===== src/rtl/sprite_motion_ctrl.sv =====
// Per-frame position engine for one sprite: saturated velocity registers, bounded
// centre position with clamp / wrap / bounce edge handling, and edge-event reporting.
module sprite_motion_ctrl #(
    parameter int COORD_W   = 10,
    parameter int VEL_W     = 8,
    parameter int X_MIN     = 0,
    parameter int X_MAX     = 639,
    parameter int Y_MIN     = 0,
    parameter int Y_MAX     = 479,
    parameter int X_INIT    = 320,
    parameter int Y_INIT    = 240,
    parameter int SIZE      = 16,
    parameter int EDGE_MODE = 0,
    parameter int MAX_SPEED = 8
) (
    input  logic                     frame_clk,
    input  logic                     Reset,
    input  logic signed [VEL_W-1:0]  vel_x,
    input  logic signed [VEL_W-1:0]  vel_y,
    input  logic                     vel_valid,
    input  logic                     freeze,
    output logic [COORD_W-1:0]       pos_x,
    output logic [COORD_W-1:0]       pos_y,
    output logic [COORD_W-1:0]       size,
    output logic [3:0]               edge_hit,
    output logic [7:0]               hit_count,
    output logic                     moving
);

    localparam int MODE_WRAP   = 1;
    localparam int MODE_BOUNCE = 2;
    localparam int EW          = COORD_W + 2;

    typedef logic signed [EW-1:0] ext_t;

    localparam ext_t X_LO = ext_t'(X_MIN + SIZE);
    localparam ext_t X_HI = ext_t'(X_MAX - SIZE);
    localparam ext_t Y_LO = ext_t'(Y_MIN + SIZE);
    localparam ext_t Y_HI = ext_t'(Y_MAX - SIZE);

    localparam logic signed [VEL_W-1:0] V_MAX = VEL_W'(MAX_SPEED);
    localparam logic signed [VEL_W-1:0] V_MIN = VEL_W'(-MAX_SPEED);

    typedef enum logic [1:0] {IDLE, MOVING, HELD} state_t;

    typedef struct packed {
        logic [COORD_W-1:0] pos;
        logic               hit_lo;
        logic               hit_hi;
    } axis_t;

    function automatic logic signed [VEL_W-1:0] sat_vel(input logic signed [VEL_W-1:0] v);
        if (v > V_MAX)      return V_MAX;
        else if (v < V_MIN) return V_MIN;
        else                return v;
    endfunction

    // Extra headroom bits keep pos + vel from wrapping the unsigned coordinate.
    function automatic axis_t step_axis(input logic [COORD_W-1:0]      pos,
                                        input logic signed [VEL_W-1:0] vel,
                                        input ext_t                    lo,
                                        input ext_t                    hi);
        ext_t  nxt;
        axis_t r;
        nxt = ext_t'({2'b00, pos}) + {{(EW-VEL_W){vel[VEL_W-1]}}, vel};
        r.pos    = nxt[COORD_W-1:0];
        r.hit_lo = 1'b0;
        r.hit_hi = 1'b0;
        if (nxt < lo) begin
            r.hit_lo = 1'b1;
            r.pos    = (EDGE_MODE == MODE_WRAP) ? hi[COORD_W-1:0] : lo[COORD_W-1:0];
        end else if (nxt > hi) begin
            r.hit_hi = 1'b1;
            r.pos    = (EDGE_MODE == MODE_WRAP) ? lo[COORD_W-1:0] : hi[COORD_W-1:0];
        end
        return r;
    endfunction

    logic [COORD_W-1:0]      pos_x_q, pos_x_d, pos_y_q, pos_y_d;
    logic signed [VEL_W-1:0] vx_q, vx_d, vy_q, vy_d;
    logic [3:0]              edge_hit_q, edge_hit_d;
    logic [7:0]              hit_count_q, hit_count_d;
    state_t                  state_q, state_d;
    axis_t                   ax, ay;

    // NOTE: every output of this block is given a default first, so no path leaves a latch.
    always_comb begin
        ax          = step_axis(pos_x_q, vx_q, X_LO, X_HI);
        ay          = step_axis(pos_y_q, vy_q, Y_LO, Y_HI);
        pos_x_d     = pos_x_q;
        pos_y_d     = pos_y_q;
        vx_d        = vx_q;
        vy_d        = vy_q;
        edge_hit_d  = 4'b0000;
        hit_count_d = hit_count_q;

        if (!freeze) begin
            pos_x_d    = ax.pos;
            pos_y_d    = ay.pos;
            edge_hit_d = {ay.hit_hi, ay.hit_lo, ax.hit_hi, ax.hit_lo};
            if (EDGE_MODE == MODE_BOUNCE) begin
                if (ax.hit_lo || ax.hit_hi) vx_d = -vx_q;
                if (ay.hit_lo || ay.hit_hi) vy_d = -vy_q;
            end
            if (edge_hit_d != 4'b0000 && hit_count_q != 8'hFF)
                hit_count_d = hit_count_q + 8'd1;
        end

        // A fresh command overrides any bounce negation on the same edge.
        if (vel_valid) begin
            vx_d = sat_vel(vel_x);
            vy_d = sat_vel(vel_y);
        end

        if (freeze)                            state_d = HELD;
        else if (vx_d != '0 || vy_d != '0)     state_d = MOVING;
        else                                   state_d = IDLE;
    end

    // NOTE: sequential state uses non-blocking assignments; Reset is asynchronous.
    always_ff @(posedge frame_clk or posedge Reset) begin
        if (Reset) begin
            pos_x_q     <= COORD_W'(X_INIT);
            pos_y_q     <= COORD_W'(Y_INIT);
            vx_q        <= '0;
            vy_q        <= '0;
            edge_hit_q  <= 4'b0000;
            hit_count_q <= 8'd0;
            state_q     <= IDLE;
        end else begin
            pos_x_q     <= pos_x_d;
            pos_y_q     <= pos_y_d;
            vx_q        <= vx_d;
            vy_q        <= vy_d;
            edge_hit_q  <= edge_hit_d;
            hit_count_q <= hit_count_d;
            state_q     <= state_d;
        end
    end

    assign pos_x     = pos_x_q;
    assign pos_y     = pos_y_q;
    assign size      = COORD_W'(SIZE);
    assign edge_hit  = edge_hit_q;
    assign hit_count = hit_count_q;
    assign moving    = (state_q == MOVING);

endmodule


===== config.mk =====
export PLATFORM = sky130hd
export DESIGN_NAME = sprite_motion_ctrl
export DESIGN_NICKNAME = d
export VERILOG_FILES = /design/src/rtl/sprite_motion_ctrl.sv
export SDC_FILE = /design/constraint.sdc
export NUM_CORES = 1
export LEC_CHECK = 0
export CORE_AREA = 5 5 114 116
export CTS_BUF_LIST = sky130_fd_sc_hd__clkbuf_8
export DETAILED_ROUTE_END_ITERATION = 8
export DIE_AREA = 0 0 119 121
export HOLD_SLACK_MARGIN = 0.1
export MAX_ROUTING_LAYER = met4
export PLACE_DENSITY_LB_ADDON = 0.08
export SETUP_SLACK_MARGIN = 0.1
export SLEW_MARGIN = 40
export SYNTH_ARGS = -nofsm -noshare
export SYNTH_HDL_FRONTEND = slang
export SYNTH_SLANG_ARGS = --single-unit

===== constraint.sdc =====
create_clock -name frame_clk -period 5.88 [get_ports frame_clk]
set_input_delay 0.882 -clock frame_clk [delete_from_list [all_inputs] [get_ports frame_clk]]
set_output_delay 0.882 -clock frame_clk [all_outputs]
set_load 0.05 [all_outputs]

* Word-level counts from Yosys, hierarchy flattened *
Cells that the tools add are included.

operators by class
  add/sub/neg operators = 3
  reductions and logical operators = 6
  shifts and indexed selects = 0
  mux-type cells = 19
  divide/modulo/power cells = 0
  bitwise gates (word level) = 1
  eq/ne operators = 2
  $mul = 0
  order comparisons = 8

operators with widths
  kind                                                  count
  two-way mux 8 bit                                     6
  two-way mux 10 bit                                    4
  adder 11 x 8 -> 12 bit                                2
  < comparator 12 x 6 -> 1 bit, second input constant   2
  > comparator 8 x 5 -> 1 bit, second input constant    2
  < comparator 8 x 4 -> 1 bit, second input constant    2
  nonzero test 8 bit                                    2
  > comparator 12 x 10 -> 1 bit, second input constant  1
  > comparator 12 x 11 -> 1 bit, second input constant  1
  adder 8 x 1 -> 8 bit, second input constant           1
  inequality test 8 bit, second input constant          1
  two-way mux 1 bit                                     7
  two-way mux 4 bit                                     1
  nonzero test 4 bit                                    1
  == test 2 x 1 -> 1 bit, second input constant         1
  two-way mux 2 bit                                     1
  AND reduction 2 bit                                   1
  logical AND 1 bit                                     1
  logical OR 1 bit                                      1
  NOT 1 bit                                             1

word-level totals
  output and inout port bits = 43
  register bits = 50
  ROM bits = 0
  word-level logic and storage cells = 46
  bits in latches = 0
  memories kept = 0
  memory bits (writable) = 0

* Longest topological paths before layout *
  word-level depth = 8
  depth in mapped cells = 13

* Worst setup path after synthesis *
Ideal clock, no wire load.

  path kind = register to register
  from = reg pos_x_q[0] (netlist: pos_x[0])
  to = reg hit_count_q[1] (netlist: hit_count[1])
  stages on the path, launching flop included = 13
  arrival time = 3.402 ns
  required time = 5.752 ns
  library setup time = 0.128 ns
  path buffers = 1
  slack = 2.350 ns
  clock period less this slack = 3.530 ns
  cells stage by stage = dfrtp_1 ha_1 fa_1 a211oi_2 o31ai_2 and4_4 or3_1 nor3_1 o22ai_1 or3b_1 buf_6 nand2_4 mux2_1

between the ends
  word-level cells in the longest chain between the ends = 7
  elaborated cells on any way between the ends = 9

ends and longest elaborated chain
  what                                      RTL line  RTL
  start: declaration                        79        logic [COORD_W-1:0] pos_x_q, pos_x_d, pos_y_q, pos_y_d;
  start signal: assignment                  123       pos_x_q <= COORD_W'(X_INIT);
  start signal: assignment                  131       pos_x_q <= pos_x_d;
  adder 11 x 8 -> 12 bit (*)                65        nxt = ext_t'({2'b00, pos}) + {{(EW-VEL_W){vel[VEL_W-1]}}, vel};
  > comparator 12 x 11 -> 1 bit             72        end else if (nxt > hi) begin
  two-way mux 1 bit                         72
  two-way mux 1 bit                         69        if (nxt < lo) begin
  nonzero test 4 bit (*)                    105       if (edge_hit_d != 4'b0000 && hit_count_q != 8'hFF)
  logical AND 1 bit (*)                     105
  AND reduction 2 bit (no source line) (*)  n/a
  end signal: assignment                    136       hit_count_q <= hit_count_d;
  end: declaration                          82        logic [7:0] hit_count_q, hit_count_d;

Mark *: on every way between the ends. The rest lies on a longest branch, timed or not.
A chain may end at the register's enable or synchronous reset.

* Worst setup path in the final report *
Ends and elaborated chain as after synthesis.

==> results.sh <==
export IMPL_status="finished, final reports clean"
export IMPL_wl_per_cell_um=15.8
export IMPL_drive_gt1_share_pct=7.36
export IMPL_hold_slack_ns=0.500
export IMPL_max_cap_viol_count=0
export IMPL_yosysUniqueCellTypes=68
export IMPL_combinationalPowerShare_pct=65.1
export IMPL_synth_area_leader_cell="dfrtp_1"
export IMPL_cts_sinks=50
export IMPL_vdd_ir_drop_worst_uv=278
export IMPL_final_antenna_net_count=0
export IMPL_ys_ff_latch=50
export IMPL_worst_setup_path_start_kind="flop"
export IMPL_synth_area_top_cells="dfrtp_1 (32%), ha_1 (9.1%), dfstp_2 (4.6%), xnor2_1 (4.3%), inv_1 (3.4%)"
export IMPL_power_frac_seq_pct=25.7
export IMPL_cts_buffers_inserted=5
export IMPL_clk_pin_slew_ns=0.09
export IMPL_cts_resized=0
export IMPL_clk_latency_ns=0.31
export IMPL_antenna_found_initial=0
export IMPL_clockPowerShare_pct=9.2
export IMPL_synth_top_area_share_pct=32.0
export IMPL_wl_met2_mm=4.38
export IMPL_period_minus_slack_ns=3.55
export IMPL_r2r_cells=11
export IMPL_grt_pass1_wl_mm=14.8
export IMPL_die_area_mm2=0.0144
export IMPL_place_area_mm2=0.00407
export IMPL_yosys_warnings=0
export IMPL_finalCritPeriodShare_pct=60.4
export IMPL_regArea_mm2=0.00126
export IMPL_ctsHtreeMaxLevel=2
export IMPL_vias=2845
export IMPL_die_y_um=121
export IMPL_syn_mean_instance_area_um2=9.26
export IMPL_p_leak_uw=0.00183
export IMPL_fill_cells=1264
export IMPL_synth_edff_count=0
export IMPL_post_cts_repair_setup_buffers=0
export IMPL_place_gp_congestion=0.806
export IMPL_criticalPathCategory="reg2reg"
export IMPL_cp_end_kind="flop"
export IMPL_max_slew_margin_pct=54.1
export IMPL_switchingPower_uw=1120
export IMPL_ios=63
export IMPL_wl_met3_um=302
export IMPL_die_w_um=119
export IMPL_slew_violations=0
export IMPL_fin_skew_ns=0.00567
export IMPL_cp_cell_sequence="ha_1 > fa_1 > a211oi_2 > o31ai_2 > and4_4 > or3_1 > nor3_1 > o22ai_1 > or3b_1 > nand2_4 > mux2_1"
export IMPL_vias_per_cell=5.01
export IMPL_setup_viol=0
export IMPL_hold_depth=1
export IMPL_track_usage_pct=13.2
export IMPL_internal_power_uw=1070
export IMPL_first_pass_iters=4
export IMPL_dp_hpwl_mm=7.02
export IMPL_rsz0062_at_grt="no"
export IMPL_crit_slowest_cell="or3b_1"
export IMPL_cp_required_ns=6.07
export IMPL_seq_area_frac_synth_pct=36.5
export IMPL_clk_path_buf_depth=2
export IMPL_root_buffer="clkbuf_8"
export IMPL_fin_nets=468
export IMPL_cp_max_fo=7
export IMPL_arrival_ns=3.75
export IMPL_rows=40
export IMPL_slowest_delay_ns=0.53
export IMPL_grt_ovfl_total=0
export IMPL_yosys_top_cells_count="dfrtp_1 (44), inv_1 (31), nand2_1 (26)"
export IMPL_hold_violations=0
export IMPL_routed_wl_mm=8.97
export IMPL_cts_tree="yes"
export IMPL_max_freq_mhz=281
export IMPL_synthArstFlopShare_pct=100
export IMPL_tns_ns=0
export IMPL_pwr_density_cell_mw_per_mm2=526
export IMPL_antenna_cells=0
export IMPL_cts_hold_buf=0
export IMPL_syn_to_final_growth_pct=20.5
export IMPL_worst_slew_pin_slew_ns=0.686
export IMPL_syn_inst=372
export IMPL_top_layer="met4"
export IMPL_synth_ff_type="dfrtp_1"
export IMPL_hold_path_class="reg2reg"
export IMPL_p_sw_share_pct=51.1
export IMPL_synth_most_common_cell="dfrtp_1"
export IMPL_grt_max_degree=51
export IMPL_drcViolationCount=0
export IMPL_portBuffers=52
export IMPL_drt_iter0_drc=119
export IMPL_core_region_area_mm2=0.0118
export IMPL_start_util_pct=29.2
export IMPL_multiInputGateArea_mm2=0.00198
export IMPL_synth_area_mm2=0.00345
export IMPL_grt_pass1_vias=2895
export IMPL_m1WireLength_mm=4.22
export IMPL_design_area_mm2=0.00415
==> flip-flops by register name, indices dropped and copies added, names as in the netlist <==
signal / count
vx_q: 8
vy_q: 8
state_q: 2
pos_x: 10
edge_hit: 4
pos_y: 10
hit_count: 8
==> area by class of cell <==
cell class	instances	share of cell area (%)
Clock buffer	5	1.66
Clock inverter	2	0.241
Timing Repair Buffer	54	12.9
Multi-Input combinational cell	279	47.7
Tap cell	147	4.43
Sequential cell	50	30.3
Inverter	31	2.80
==> final timing paths <==
path	slack (ns)	endpoint	startpoint
setup / recovery	2.33	hit_count[1]	pos_x[0]
hold / removal	0.50	hit_count[6]	hit_count[6]
setup reg to reg	2.33	hit_count[1]	pos_x[0]
hold reg to reg	0.50	hit_count[6]	hit_count[6]
max in group asynchronous	4.39	pos_y[3]	Reset
min in group asynchronous	1.06	pos_x[3]	Reset
==> stage by stage <==
step                      instances  power (uW)  setup slack (ns)  util [%]
after global routing            568        2360              2.15      35.2
after floorplan                 380        1610              2.35         -
after CTS                       568        2220              2.32      35.2
after global placement          561        2000              2.41      34.5
after detailed placement        561        2000              2.34      34.5
final                           568        2180              2.33      35.2
==> cells in the final DEF (no fill, tap or decap), types with 8 or more instances in the layout <==
cell / instances
o21ai_0: 19
ha_1: 25
nor2_1: 19
a21o_1: 11
nor3_1: 10
nand2_1: 26
nand3_1: 9
a21oi_1: 17
dfrtp_1: 44
inv_1: 30
clkdlybuf4s50_1: 52
conb_1: 10
o31ai_1: 8
xnor2_1: 17
and3_1: 10
==> power groups by stage <==
| stage | registers [uW] | logic, uW | clock network (uW) |
|---|---|---|---|
| detailed placement | 573 | 1430 | 0 |
| global route | 581 | 1560 | 227 |
| global placement | 572 | 1430 | 0 |
| floorplan | 867 | 740 | 0 |
| finish | 562 | 1420 | 201 |
| CTS | 568 | 1430 | 215 |
==> metal layers <==
metal | GRT usage, % | vias up
met5 | - | -
met4 | 2.68 | 0
met3 | 2.42 | 7
met2 | 22.7 | 50
met1 | 16.2 | 1360
li1 | - | 1428
==> worst max-delay path: cells and delay by family, from the launching register on <==
family,cells,cell delay (ns)
flops,1,0.41
simple gates,5,1.45
mux,1,0.31
compound gates,3,0.58
fa+ha+maj,2,0.68
==> logic make-up (layout without fill, tap and decap cells) <==
group           after synthesis  count (layout)  share of synthesized area [%]
simple gates                109             109                           16.9
compound gates              106             106                           22.1
buf+inv                      51              92                           6.90
flops                        50              50                           36.5
fa+ha+maj                    27              27                           10.2
xor+xnor                     23              23                           5.85
mux                           4               4                           1.23
other cells                   2              10                          0.218
(Power assumes the default switching activity.)
